## src/rtl/usb_pkg.sv

```systemverilog
// Shared USB transmit definitions: FSM state encoding, bit-stuff limit and SYNC pattern.
package usb_pkg;

  typedef enum logic [2:0] {
    StIdle,
    StStart,
    StSync,
    StSend,
    StStuff,
    StEop,
    StDone
  } state_e;

  localparam int unsigned STUFF_LIMIT  = 6;
  // Sent LSB-first: seven 0s then a 1.
  localparam logic [7:0]  SYNC_PATTERN = 8'b1000_0000;

endpackage

```

## src/rtl/nrzi_stuff.sv

```systemverilog
// USB transmit NRZI encoder with bit stuffing, packet framing and underrun detection.
// Define NRZI_SYNC_GEN_EN to generate the 8-bit SYNC field internally after START.
module nrzi_stuff
  import usb_pkg::*;
(
  input  logic clk,
  input  logic rst,
  input  logic pkt_start,
  input  logic bit_in,
  input  logic bit_valid,
  input  logic pkt_end,
  input  logic sent_pkt,
  output logic bit_ready,
  output logic s_out,
  output logic start_dpdm,
  output logic eop,
  output logic busy,
  output logic underrun
);

  state_e     state_q, state_d;
  logic       lvl_q, lvl_d;
  logic [2:0] ones_q, ones_d;
  logic       end_q, end_d;
  logic       line_bit;
  logic       data;

`ifdef NRZI_SYNC_GEN_EN
  logic [2:0] sync_cnt_q, sync_cnt_d;
`endif

  // Which cycles put a bit on the line, and what data bit it is.
  always_comb begin
    line_bit = 1'b0;
    data     = 1'b1;
    unique case (state_q)
`ifdef NRZI_SYNC_GEN_EN
      StSync: begin
        line_bit = 1'b1;
        data     = SYNC_PATTERN[sync_cnt_q];
      end
`endif
      StSend: begin
        line_bit = bit_valid;
        data     = bit_in;
      end
      StStuff: begin
        line_bit = 1'b1;
        data     = 1'b0;
      end
      default: ;
    endcase
  end

  assign s_out = (line_bit && !data) ? ~lvl_q : lvl_q;

  always_comb begin
    lvl_d  = lvl_q;
    ones_d = ones_q;
    if (line_bit) begin
      lvl_d  = s_out;
      ones_d = data ? ones_q + 3'd1 : 3'd0;
    end
    if (state_q == StStart || state_q == StEop) begin
      ones_d = 3'd0;
    end
    if (state_q == StEop) begin
      lvl_d = 1'b1;
    end
  end

`ifdef NRZI_SYNC_GEN_EN
  assign sync_cnt_d = (state_q == StSync) ? sync_cnt_q + 3'd1 : 3'd0;
`endif

  // Next-state logic
  always_comb begin
    state_d = state_q;
    end_d   = end_q;
    unique case (state_q)
      StIdle: begin
        if (pkt_start) begin
          state_d = StStart;
        end
      end
      StStart: begin
        end_d = 1'b0;
`ifdef NRZI_SYNC_GEN_EN
        state_d = StSync;
`else
        state_d = StSend;
`endif
      end
      StSync: begin
`ifdef NRZI_SYNC_GEN_EN
        if (sync_cnt_q == 3'd7) begin
          state_d = StSend;
        end
`else
        state_d = StIdle;
`endif
      end
      StSend: begin
        if (!bit_valid) begin
          state_d = StEop;
        end else if (ones_d == 3'(STUFF_LIMIT)) begin
          // Remember a last bit that needs a stuff bit before EOP.
          state_d = StStuff;
          end_d   = pkt_end;
        end else if (pkt_end) begin
          state_d = StEop;
        end
      end
      StStuff: begin
        state_d = end_q ? StEop : StSend;
        end_d   = 1'b0;
      end
      StEop: begin
        state_d = StDone;
      end
      StDone: begin
        if (sent_pkt) begin
          state_d = StIdle;
        end
      end
      default: state_d = StIdle;
    endcase
  end

  always_ff @(posedge clk or posedge rst) begin
    if (rst) begin
      state_q <= StIdle;
      lvl_q   <= 1'b1;
      ones_q  <= 3'd0;
      end_q   <= 1'b0;
    end else begin
      state_q <= state_d;
      lvl_q   <= lvl_d;
      ones_q  <= ones_d;
      end_q   <= end_d;
    end
  end

`ifdef NRZI_SYNC_GEN_EN
  always_ff @(posedge clk or posedge rst) begin
    if (rst) begin
      sync_cnt_q <= 3'd0;
    end else begin
      sync_cnt_q <= sync_cnt_d;
    end
  end
`endif

  // Outputs
  always_comb begin
    bit_ready  = (state_q == StSend);
    start_dpdm = (state_q == StStart);
    eop        = (state_q == StEop);
    busy       = (state_q != StIdle);
    underrun   = (state_q == StSend) && !bit_valid;
  end

endmodule

```

## config.mk

```make
export PLATFORM = sky130hd
export DESIGN_NAME = nrzi_stuff
export DESIGN_NICKNAME = d
export VERILOG_FILES = /design/src/rtl/usb_pkg.sv /design/src/rtl/nrzi_stuff.sv
export SDC_FILE = /design/constraint.sdc
export NUM_CORES = 1
export LEC_CHECK = 0
export CELL_PAD_IN_SITES_DETAIL_PLACEMENT = 2
export CELL_PAD_IN_SITES_GLOBAL_PLACEMENT = 2
export CORE_MARGIN = 2
export CORE_UTILIZATION = 26
export DETAILED_ROUTE_END_ITERATION = 10
export PLACE_DENSITY = 0.72
export SETUP_SLACK_MARGIN = 0.02
export SLEW_MARGIN = 20
export SYNTH_ARGS = -nofsm -noshare
export SYNTH_HDL_FRONTEND = slang
export SYNTH_SLANG_ARGS = --single-unit
```

## constraint.sdc

```tcl
create_clock -name clk -period 1.65 [get_ports clk]
set_input_delay 0.165 -clock clk [delete_from_list [all_inputs] [get_ports clk]]
set_output_delay 0.165 -clock clk [all_outputs]
set_load 0.05 [all_outputs]
```

**Word level (Yosys, flattened, before mapping)**

Index checks and enable logic that the tools add are counted.

- Bits in registers: 8
- Bits of input ports: 7
- Logic and storage cells: 47

- Eq/ne operators: 11
- Reductions and logical operators: 12
- Muxes and demuxes: 18
- Bitwise operators: 1
- $add $sub $neg: 1

Operators with widths:

| kind | count |
|---|---|
| $mux 3 | 9 |
| $pmux 3 s6 | 1 |
| $eq 3x3->1 const B | 4 |
| $ne 2x2->1 const B | 3 |
| $pmux 1 s2 | 3 |
| $reduce_and 3->1 | 2 |
| $mux 1 | 5 |
| $ne 4x3->1 const B | 1 |
| $reduce_bool 2->1 | 2 |
| $add 3x1->3 const B | 1 |
| $eq 3x1->1 const B | 1 |
| $eq 3x2->1 const B | 1 |
| $logic_not 3->1 | 1 |
| $reduce_bool 3->1 | 1 |
| $logic_and 1x1->1 | 2 |
| $logic_not 1->1 | 2 |
| $ne 2x1->1 const B | 1 |
| $reduce_or 2->1 | 1 |
| $logic_or 1x1->1 | 1 |
| $not 1->1 | 1 |

**Logic depth before layout (Yosys ltp)**

Gate-level depths: netlist (run 1).

- Depth in word-level cells: 9
- Mapped depth: 7

**Least setup slack after synthesis (run 1)**

No wires, ideal clock.

- Path type: register to register
- From: register state_q[1]
- To: register lvl_q
- Buffers on the path: 2
- Slack: -0.463 ns
- Data required time: 1.585 ns
- Library setup time: 0.065 ns
- Clock period less this slack: 2.113 ns
- Arrival time: 2.048 ns
- Stages on the path, launching flop included: 5
- Path through: dfrtp_1 -> clkbuf_4 -> clkbuf_1 -> nor3_1 -> or2_1

- Elaborated cells on any way between the ends: 11

RTL lines:

| item | RTL line | source |
|---|---|---|
| start: declaration | nrzi_stuff.sv:21 | `state_e state_q, state_d;` |
| start signal: assignment | nrzi_stuff.sv:132 | `state_q <= StIdle;` |
| start signal: assignment | nrzi_stuff.sv:137 | `state_q <= state_d;` |
| $eq 3x3->1 * | n/a |  |
| named net eop | nrzi_stuff.sv:16 | `output logic eop,` |
| $mux 1 / $reduce_bool 2->1 (equally long branches) | n/a |  |
| end signal: assignment | nrzi_stuff.sv:138 | `lvl_q <= lvl_d;` |
| end: declaration | nrzi_stuff.sv:22 | `logic lvl_q, lvl_d;` |

The timed path passes the listed nets; every way through them passes the cells marked *. The select of a mux whose other input is x is not followed.
A chain may end at the register's enable or synchronous reset.

**Worst setup path after layout (run 1)**

- From: register state_q[2]
- To: output s_out

- Cells in the longest elaborated chain, start to end: 5
- Elaborated cells on any way between the ends: 7

RTL lines:

| item | RTL line | source |
|---|---|---|
| $eq 3x3->1 / $eq 3x2->1 (equally long branches) | nrzi_stuff.sv:36 | `unique case (state_q)` |
| $pmux 1 s2 | nrzi_stuff.sv:36 |  |
| $logic_not 1->1 | nrzi_stuff.sv:55 | `assign s_out = (line_bit && !data) ? ~lvl_q : lvl_q;` |
| $logic_and 1x1->1 * | nrzi_stuff.sv:55 |  |
| $mux 1 * | nrzi_stuff.sv:55 |  |
| end: declaration | nrzi_stuff.sv:14 | `output logic s_out,` |

Mark *: on every way between the ends. The rest lies on a longest branch, timed or not.

==> results.txt, run 1 <==
Once detail routing completed, the nets flagged for antenna violations numbered 0. The number of nets in the layout came out at 128. In the routed layout, each cell is associated on average with a via count of 5.08. The buffering stage count on the worst path with inverters included is 2, and the count of input and output buffers is 12. The number of flops mapped to enable cells by yosys is 0, and the length of the first detailed-routing pass in iterations is 4. The final total negative setup slack came out at -1.02 ns.

The number of pins with negative max-slew slack in the final report came out at 0. The clock arrives with 0.00877 ns of skew. The final count of negative-setup-slack endpoints was 9. The smallest clock period supported by the final layout is computed as 1.87 ns.

The tools report the area of the core as 0.00241 mm². The clock passes through at most 2 buffers. The analysis attributes to cell leakage a power of 0.562 nW. Counting every instance in the synthesized netlist gives 73.

The overall die area is 0.00289 mm². Origin of the critical flop-to-flop path: state_q[0]$_DFFE_PP0P_. The average wire per standard cell is 19.6 µm.

TritonCTS built the clock tree. Setup repair after global routing could not meet its margin everywhere. Total wirelength of the detailed-routed design: 2.92 mm. In this run the worst setup path begins at state_q[2]$_DFFE_PP0P_. The global-route total usage across every layer came out at 21.4%. The total overflow left after global routing is 0. Counting the buffers created by CTS gives 3. Across all hold checks on the routed design, the worst slack comes to 0.128 ns.

Entering global routing, the biggest net connects 12 pins. Yosys printed 0 warnings. From left edge to right edge, the die measures 53.7 µm. Dividing total power by cell area gives a power density of 2210 mW/mm². Total power for the finished layout comes to 2.82 mW.

The per-instance average area after synthesis was 8.81 µm². Measured against its own limit, the worst slew margin works out to 78.8%. The count of pins on the block boundary came out at 13. The share of the Yosys chip area taken by registers is 31.3%.

The post-route worst setup slack was -0.225 ns; the number of hold violations in the final report was 0. The number of global-route vias before repair is 817, and the top achievable clock speed is 0.533 GHz. From bottom edge to top edge, the die measures 53.7 µm. For the routability congestion estimate, the log shows 0.803. From synthesis to final layout, the design area changed by 98.4%. Data on the critical path is required at its endpoint by 1.48 ns.

Clock root buffer: sky130_fd_sc_hd__clkbuf_4. Hold repair after CTS inserted 0 buffers. The post-route netlist has 54.6% of its cells at a drive strength greater than 1.

The post-synthesis register bit count is 8, and the count of cells along the worst register-to-register path is 7. By startpoint and endpoint, the worst setup path is classified as reg2out. The worst setup path is launched from a register. The flow ran to the end, but the final reports show violations. After layout, the worst path uses 114% of the clock period. In the synthesized netlist the dominant register cell turns out to be sky130_fd_sc_hd__dfrtp_1. The clock net in this run drives a total of 8 sinks.

Capture point of the worst reg-to-reg path: state_q[0]$_DFFE_PP0P_. The worst-case IR drop observed on VDD is 1.19 mV. For the number of antenna cells inserted, the log shows 0.

The final route contains 757 vias. The estimated wirelength of the detail-placed design was 1.79 mm; the clock transition at the registers of the reported paths was 0.07 ns. The run gives 4.28 mm as the first-pass GRT wire length.

The instance area after placement came out at 991 µm². The finished cells cover 0.00128 mm². The initialized floorplan defines 18 standard-cell rows.

Counting flops with an async set or reset pin after synthesis yields a share of 100%. In this design, the largest share of critical-path delay is due to flip-flops. For this run, the slowest stage of the critical path takes 0.45 ns.

The tool flagged a number of max-cap violations equal to 0. For the pin with the worst max-slew slack, the measured transition is 0.318 ns. The synthesized netlist occupies a cell area of 643 µm². For the later-pin clock latency in the skew report, the log shows 0.28 ns. The min-delay analysis places its worst path in the category in2async.

Once the floorplan was initialized, standard cells occupied 26.7% of the core. Synthesis instantiated 42 different standard cells from the library. The checks that failed: setup timing. The net count of the mapped netlist came out at 81.

The run gives 1 as the total number of H-tree levels. The cell with the largest stage delay on the worst path is sky130_fd_sc_hd__dfrtp_2. For the initial antenna violation count, the log shows 0. In this run the worst path has a maximum fanout of 7. STA classifies the critical path endpoint as an output pin. After detailed routing, the number of remaining DRC violations is 0. In this run the register-to-register setup slack is -0.22 ns.

Walking the worst path, the cells encountered are buf_6 -> nor3b_4 -> a31oi_2 -> xnor2_2 -> buf_12. The first routing iteration left 5 violations. The critical path data arrival time is 1.71 ns.
==> Yosys cell counts (2+ instances only) <==
cell / count / area, µm²
sky130_fd_sc_hd__nand3_1: 3 / 15.0
sky130_fd_sc_hd__clkbuf_1: 2 / 7.51
sky130_fd_sc_hd__o21ai_0: 3 / 15.0
sky130_fd_sc_hd__o211ai_1: 3 / 22.5
sky130_fd_sc_hd__xnor2_1: 3 / 26.3
sky130_fd_sc_hd__nand4_1: 2 / 12.5
sky130_fd_sc_hd__dfrtp_1: 7 / 175
sky130_fd_sc_hd__and2_1: 2 / 12.5
sky130_fd_sc_hd__inv_1: 5 / 18.8
sky130_fd_sc_hd__nor3_1: 3 / 15.0
sky130_fd_sc_hd__nor2_1: 8 / 30.0
sky130_fd_sc_hd__nand4b_1: 2 / 17.5
==> how the worst max path moves through the flow <==
stage / endpoint / slack, ns / cells after the start
floorplan: state_q[2]$_DFFE_PP0P_ / -0.11 / 6
finish: s_out / -0.22 / 5
global placement: state_q[2]$_DFFE_PP0P_ / -0.32 / 6
CTS: state_q[2]$_DFFE_PP0P_ / -0.22 / 6
global route: state_q[0]$_DFFE_PP0P_ / -0.32 / 7
detailed placement: state_q[2]$_DFFE_PP0P_ / -0.38 / 6
==> where the power goes <==
| part | switching, mW | internal [mW] |
|---|---|---|
| Combinational | 1.11 | 1.17 |
| Clock | 0.0933 | 0.0939 |
| Sequential | 0.0798 | 0.279 |
| Total | 1.28 | 1.54 |
==> through the flow <==
step                setup slack [ns]  std cells  utilization, %
finish                        -0.225        149            53.0
global route                  -0.318        149            53.0
CTS                           -0.219        144            49.6
detailed placement            -0.383        129            41.1
global placement              -0.323        129            41.1
floorplan                     -0.112         73               -
==> placed cells by master (no fill, tap or decap), types with 2 or more instances in the layout <==
cell type                         synthesis  routed
sky130_fd_sc_hd__buf_12                   0       6
sky130_fd_sc_hd__buf_4                    0      26
sky130_fd_sc_hd__buf_6                    1       9
sky130_fd_sc_hd__clkbuf_4                 1       3
sky130_fd_sc_hd__clkdlybuf4s50_1          0       6
sky130_fd_sc_hd__dfrtp_1                  7       6
sky130_fd_sc_hd__inv_1                    5       4
sky130_fd_sc_hd__nand3_1                  3       2
sky130_fd_sc_hd__nand4_1                  2       2
sky130_fd_sc_hd__nand4b_1                 2       2
sky130_fd_sc_hd__nor2_1                   8       8
sky130_fd_sc_hd__nor3_4                   0       2
sky130_fd_sc_hd__nor3b_4                  0       2
sky130_fd_sc_hd__o211ai_1                 3       3
sky130_fd_sc_hd__o21ai_0                  3       2
sky130_fd_sc_hd__xnor2_1                  3       2
==> worst reg2reg max path, stage by stage, from the launching register on <==
cell and delay, ns:
sky130_fd_sc_hd__dfrtp_1 0.39, sky130_fd_sc_hd__buf_6 0.14, sky130_fd_sc_hd__nand4b_1 0.14, sky130_fd_sc_hd__buf_4 0.18, sky130_fd_sc_hd__a21boi_4 0.19, sky130_fd_sc_hd__xor2_2 0.24
sky130_fd_sc_hd__nand4b_1 0.17, sky130_fd_sc_hd__o221a_1 0.30
==> metal layers <==
metal  track usage (%)  part of all wire [%]  up-vias
li1                  -                     -      358
met1              27.4                    46      380
met2              37.0                    50       14
met3              2.78                   1.7        5
met4              6.41                   2.3        0
met5                 0                     0        -
==> what timing repair did <==
item                                    CTS  global route
endpoints found under the setup margin   11            12
gates resized for setup                  19            10
buffers inserted                         11             7
pin swaps                                16            12
==> flip-flops by register name (all words and copies together) (netlist names) <==
name	flops
ones_q	3
state_q	3
end_q	1
lvl_q	1
==> cell families after synthesis <==
kind of cell | count (synthesis) | share of synthesized area (%)
simple gates | 30 | 27.8
buf+inv | 10 | 7.78
flops | 8 | 31.3
compound gates | 19 | 23.2
fa+ha+maj | 1 | 1.95
xor+xnor | 5 | 7.98
==> cell type report <==
cell class              instances  area (µm²)
flip-flops and latches          8         203
repair buffers                 47         477
multi-input cells              55         514
clock buffers                   4        26.3
inverters                       5        18.8
fillers                       249        1130
well taps                      30        37.5
Power figures use the tool's default switching activity.
==> run 2: changes to the inputs <==
--- a/config.mk
+++ b/config.mk
@@ -11,7 +11,7 @@
 export CORE_UTILIZATION = 26
 export DETAILED_ROUTE_END_ITERATION = 10
 export PLACE_DENSITY = 0.72
-export SETUP_SLACK_MARGIN = 0.02
+export SETUP_SLACK_MARGIN = 0.1
 export SLEW_MARGIN = 20
 export SYNTH_ARGS = -nofsm -noshare
 export SYNTH_HDL_FRONTEND = slang
==> results.txt, run 2 (synthesis gave the netlist of run 1 again) <==
The run finished, with violations left. Violated checks: setup timing (unchanged). The run gives 0.845 (was 0.803) as the routability congestion estimate. The cell with the largest stage delay on the worst path is sky130_fd_sc_hd__clkdlybuf4s50_1 (was sky130_fd_sc_hd__dfrtp_2). The logs give 2.92 mW (was 2.82 mW) for the total power of the final layout and 515 µm² (was 514 µm²) for the area used by multi-input combinational logic. The logs give 2.02 ns (was 1.71 ns) for the critical path data arrival time and 2 (unchanged) for the clock tree buffer depth. The initial DRC count was 9 (was 5); the area of the core was 0.00241 mm² (unchanged). For the count of pins on the block boundary, the log shows 13 (unchanged). The final count of negative-setup-slack endpoints is 8 (was 9), and the share of final-layout standard cells stronger than drive strength 1 is 53.8% (was 54.6%).

The ratio of total power to cell area was 2280 mW/mm² (was 2210 mW/mm²); the worst setup timing slack at the placement stage was -0.331 ns (was -0.383 ns). Count of input and output buffers: 12 (unchanged). The cts-stage hold buffer count is 0 (unchanged), and the number of antenna cells inserted is 0 (unchanged). TritonCTS built the clock tree. Maximum cell stage delay along the critical path: 0.62 ns (was 0.45 ns). The logs give 0 (unchanged) for the count of maximum capacitance violations and -0.222 ns (was -0.225 ns) for the post-route worst setup slack.

The worst-case clock skew came out at 0.0129 ns (was 0.00877 ns). The first-pass GRT wire length is 4.40 mm (was 4.28 mm), and the count of nets left with antenna violations after detail routing is 0 (unchanged). The run gives 22.7% (was 21.4%) as the global-route total usage across every layer. The initial antenna violation count was 0 (unchanged). Worst min-delay path category: in2async (unchanged). The cell total after placement is 128 (was 129), and the average wire per standard cell is 20.3 µm (was 19.6 µm).

The tools report the category of the worst setup path capture point as a register (was an output pin). The starting utilization of the core area is 26.7% (unchanged), and the horizontal die dimension is 53.7 µm (unchanged). The via total after detailed routing came out at 747 (was 757).

The largest net degree at the start of global routing is 11 (was 12). The total grt overflow is 0 (unchanged), and the number of hold violations in the final report is 0 (unchanged). For the clock buffer count from CTS, the log shows 3 (unchanged). The critical-path maximum fanout was 6 (was 7); the total number of H-tree levels was 1 (unchanged).

The area taken by flip-flops and latches was 201 µm² (was 203 µm²); the actual transition at the worst max-transition pin was 0.360 ns (was 0.318 ns). The most common library cell in the layout ignoring fill and taps is sky130_fd_sc_hd__buf_4 (unchanged). The via-per-instance ratio came out at 5.08 (about the same).

The tools report the estimated wirelength of the detail-placed design as 1.77 mm (was 1.79 mm). The final total negative setup slack came out at -1.16 ns (was -1.02 ns). The buffering stage count on the worst path with inverters included works out to 1 (was 2). Synthesis-to-finish area growth: 99.2% (was 98.4%).

The minimum period implied by the final worst setup slack works out to 1.87 ns (about the same). The number of standard cells in the final layout excluding fillers was 147 (was 149); the remaining design rule violation count was 0 (unchanged). For the top achievable clock speed, the log shows 0.534 GHz (was 0.533 GHz). The type of element launching the critical path was an input pin (was a register). Critical path required time: 1.80 ns (was 1.48 ns). The tools report the overall die area as 0.00289 mm² (unchanged). Cells along the critical path: clkdlybuf4s50_1 -> nand4b_1 -> a21boi_4 -> xor2_2 -> a311o_1 -> a21boi_1 (was buf_6 -> nor3b_4 -> a31oi_2 -> xnor2_2 -> buf_12). The length of the first detailed-routing pass in iterations was 4 (unchanged); the number of global-route vias before repair was 798 (was 817). The run gives 18 (unchanged) as the placement row count. The tools report the total wirelength of the detailed-routed design as 2.98 mm (was 2.92 mm). Leading cell types in the layout, fill and taps excluded: sky130_fd_sc_hd__buf_4 (19), sky130_fd_sc_hd__buf_6 (13), sky130_fd_sc_hd__nor2_1 (8), sky130_fd_sc_hd__dfrtp_1 (7) (was sky130_fd_sc_hd__buf_4 (26), sky130_fd_sc_hd__buf_6 (9), sky130_fd_sc_hd__nor2_1 (8)). The number of pins with negative max-slew slack in the final report came out at 0 (unchanged).

The critical path's top delay family is compound AO/OA/AOI/OAI gates (was flip-flops). The count of filler cells inserted in the layout came out at 254 (was 249). Setup repair after global routing could not meet its margin everywhere. The run gives 0.28 ns (about the same) as the later-pin clock latency in the skew report. The tools report the clock root buffer as sky130_fd_sc_hd__clkbuf_4 (unchanged).

For the worst hold margin, the log shows 0.164 ns (was 0.128 ns). Largest registers: ones_q (3), state_q (3) (unchanged). The static leakage is 0.552 nW (was 0.562 nW), and the number of nets in the layout is 126 (was 128). The startpoint-to-endpoint class of the critical path is in2reg (was reg2out). For the clock net sink count, the log shows 8 (unchanged). The final clock period utilization by the worst path works out to 113% (was 114%). The vertical extent of the die was 53.7 µm (unchanged); the worst supply voltage drop on vdd was 1.18 mV (was 1.19 mV). The remaining max-slew budget at the tightest pin was 76.0% (was 78.8%). Clock transition at the registers of the reported paths: 0.07 ns (about the same).
run 2: layout make-up:
type | instances | share of cell area (%)
inverters | 5 | 2.05
multi-input cells | 55 | 40.2
clock buffers | 4 | 2.05
well taps | 30 | 2.93
flip-flops and latches | 8 | 15.7
repair buffers | 45 | 37.0
run 2: path summary, 6_finish.rpt:
path	cells past startpoint	start	slack, ns	end
min in group clk	3	sent_pkt	0.57	state_q[2]$_DFFE_PP0P_
max reg2reg	6	state_q[0]$_DFFE_PP0P_	-0.22	state_q[2]$_DFFE_PP0P_
max	6	bit_valid	-0.22	state_q[2]$_DFFE_PP0P_
min reg2reg	2	end_q$_DFFE_PP0P_	0.66	end_q$_DFFE_PP0P_
min	2	rst	0.16	ones_q[2]$_DFF_PP0_
max in group asynchronous	2	rst	1.17	lvl_q$_DFFE_PP1P_
run 2: repair_timing:
action | in CTS | in global routing
resized for setup | 20 | 15
endpoints found under the setup margin | 10 | 13
pin swaps | 15 | 8
buffers inserted | 6 | 8
gates cloned | 1 | 0
run 2: power breakdown:
| group | switching, mW | total (mW) | internal, mW |
|---|---|---|---|
| Combinational | 1.17 | 2.39 | 1.22 |
| Sequential | 0.0683 | 0.345 | 0.277 |
| Clock | 0.0907 | 0.184 | 0.0936 |
run 2: worst reg2reg max path, stage by stage, from the launching register on:
cell	delay (ns)
sky130_fd_sc_hd__dfrtp_1	0.40
sky130_fd_sc_hd__buf_6	0.15
sky130_fd_sc_hd__nand4b_1	0.25
sky130_fd_sc_hd__a21boi_4	0.28
sky130_fd_sc_hd__xor2_2	0.12
sky130_fd_sc_hd__a311o_1	0.40
sky130_fd_sc_hd__a21boi_1	0.14
run 2: through the flow:
stage | utilization (%) | instance area (µm²)
floorplan | - | 669
global placement | 41.0 | 988
global route | 53.2 | 1280
detailed placement | 41.0 | 988
finish | 53.2 | 1280
CTS | 47.4 | 1140
run 2: metal layers:
metal | global-route usage [%] | vias up | part of all wire [%]
li1 | - | 351 | -
met1 | 25.6 | 380 | 41
met2 | 42.5 | 14 | 55
met4 | 2.56 | 0 | 0.71
met5 | 0 | - | 0
met3 | 6.94 | 2 | 3.1
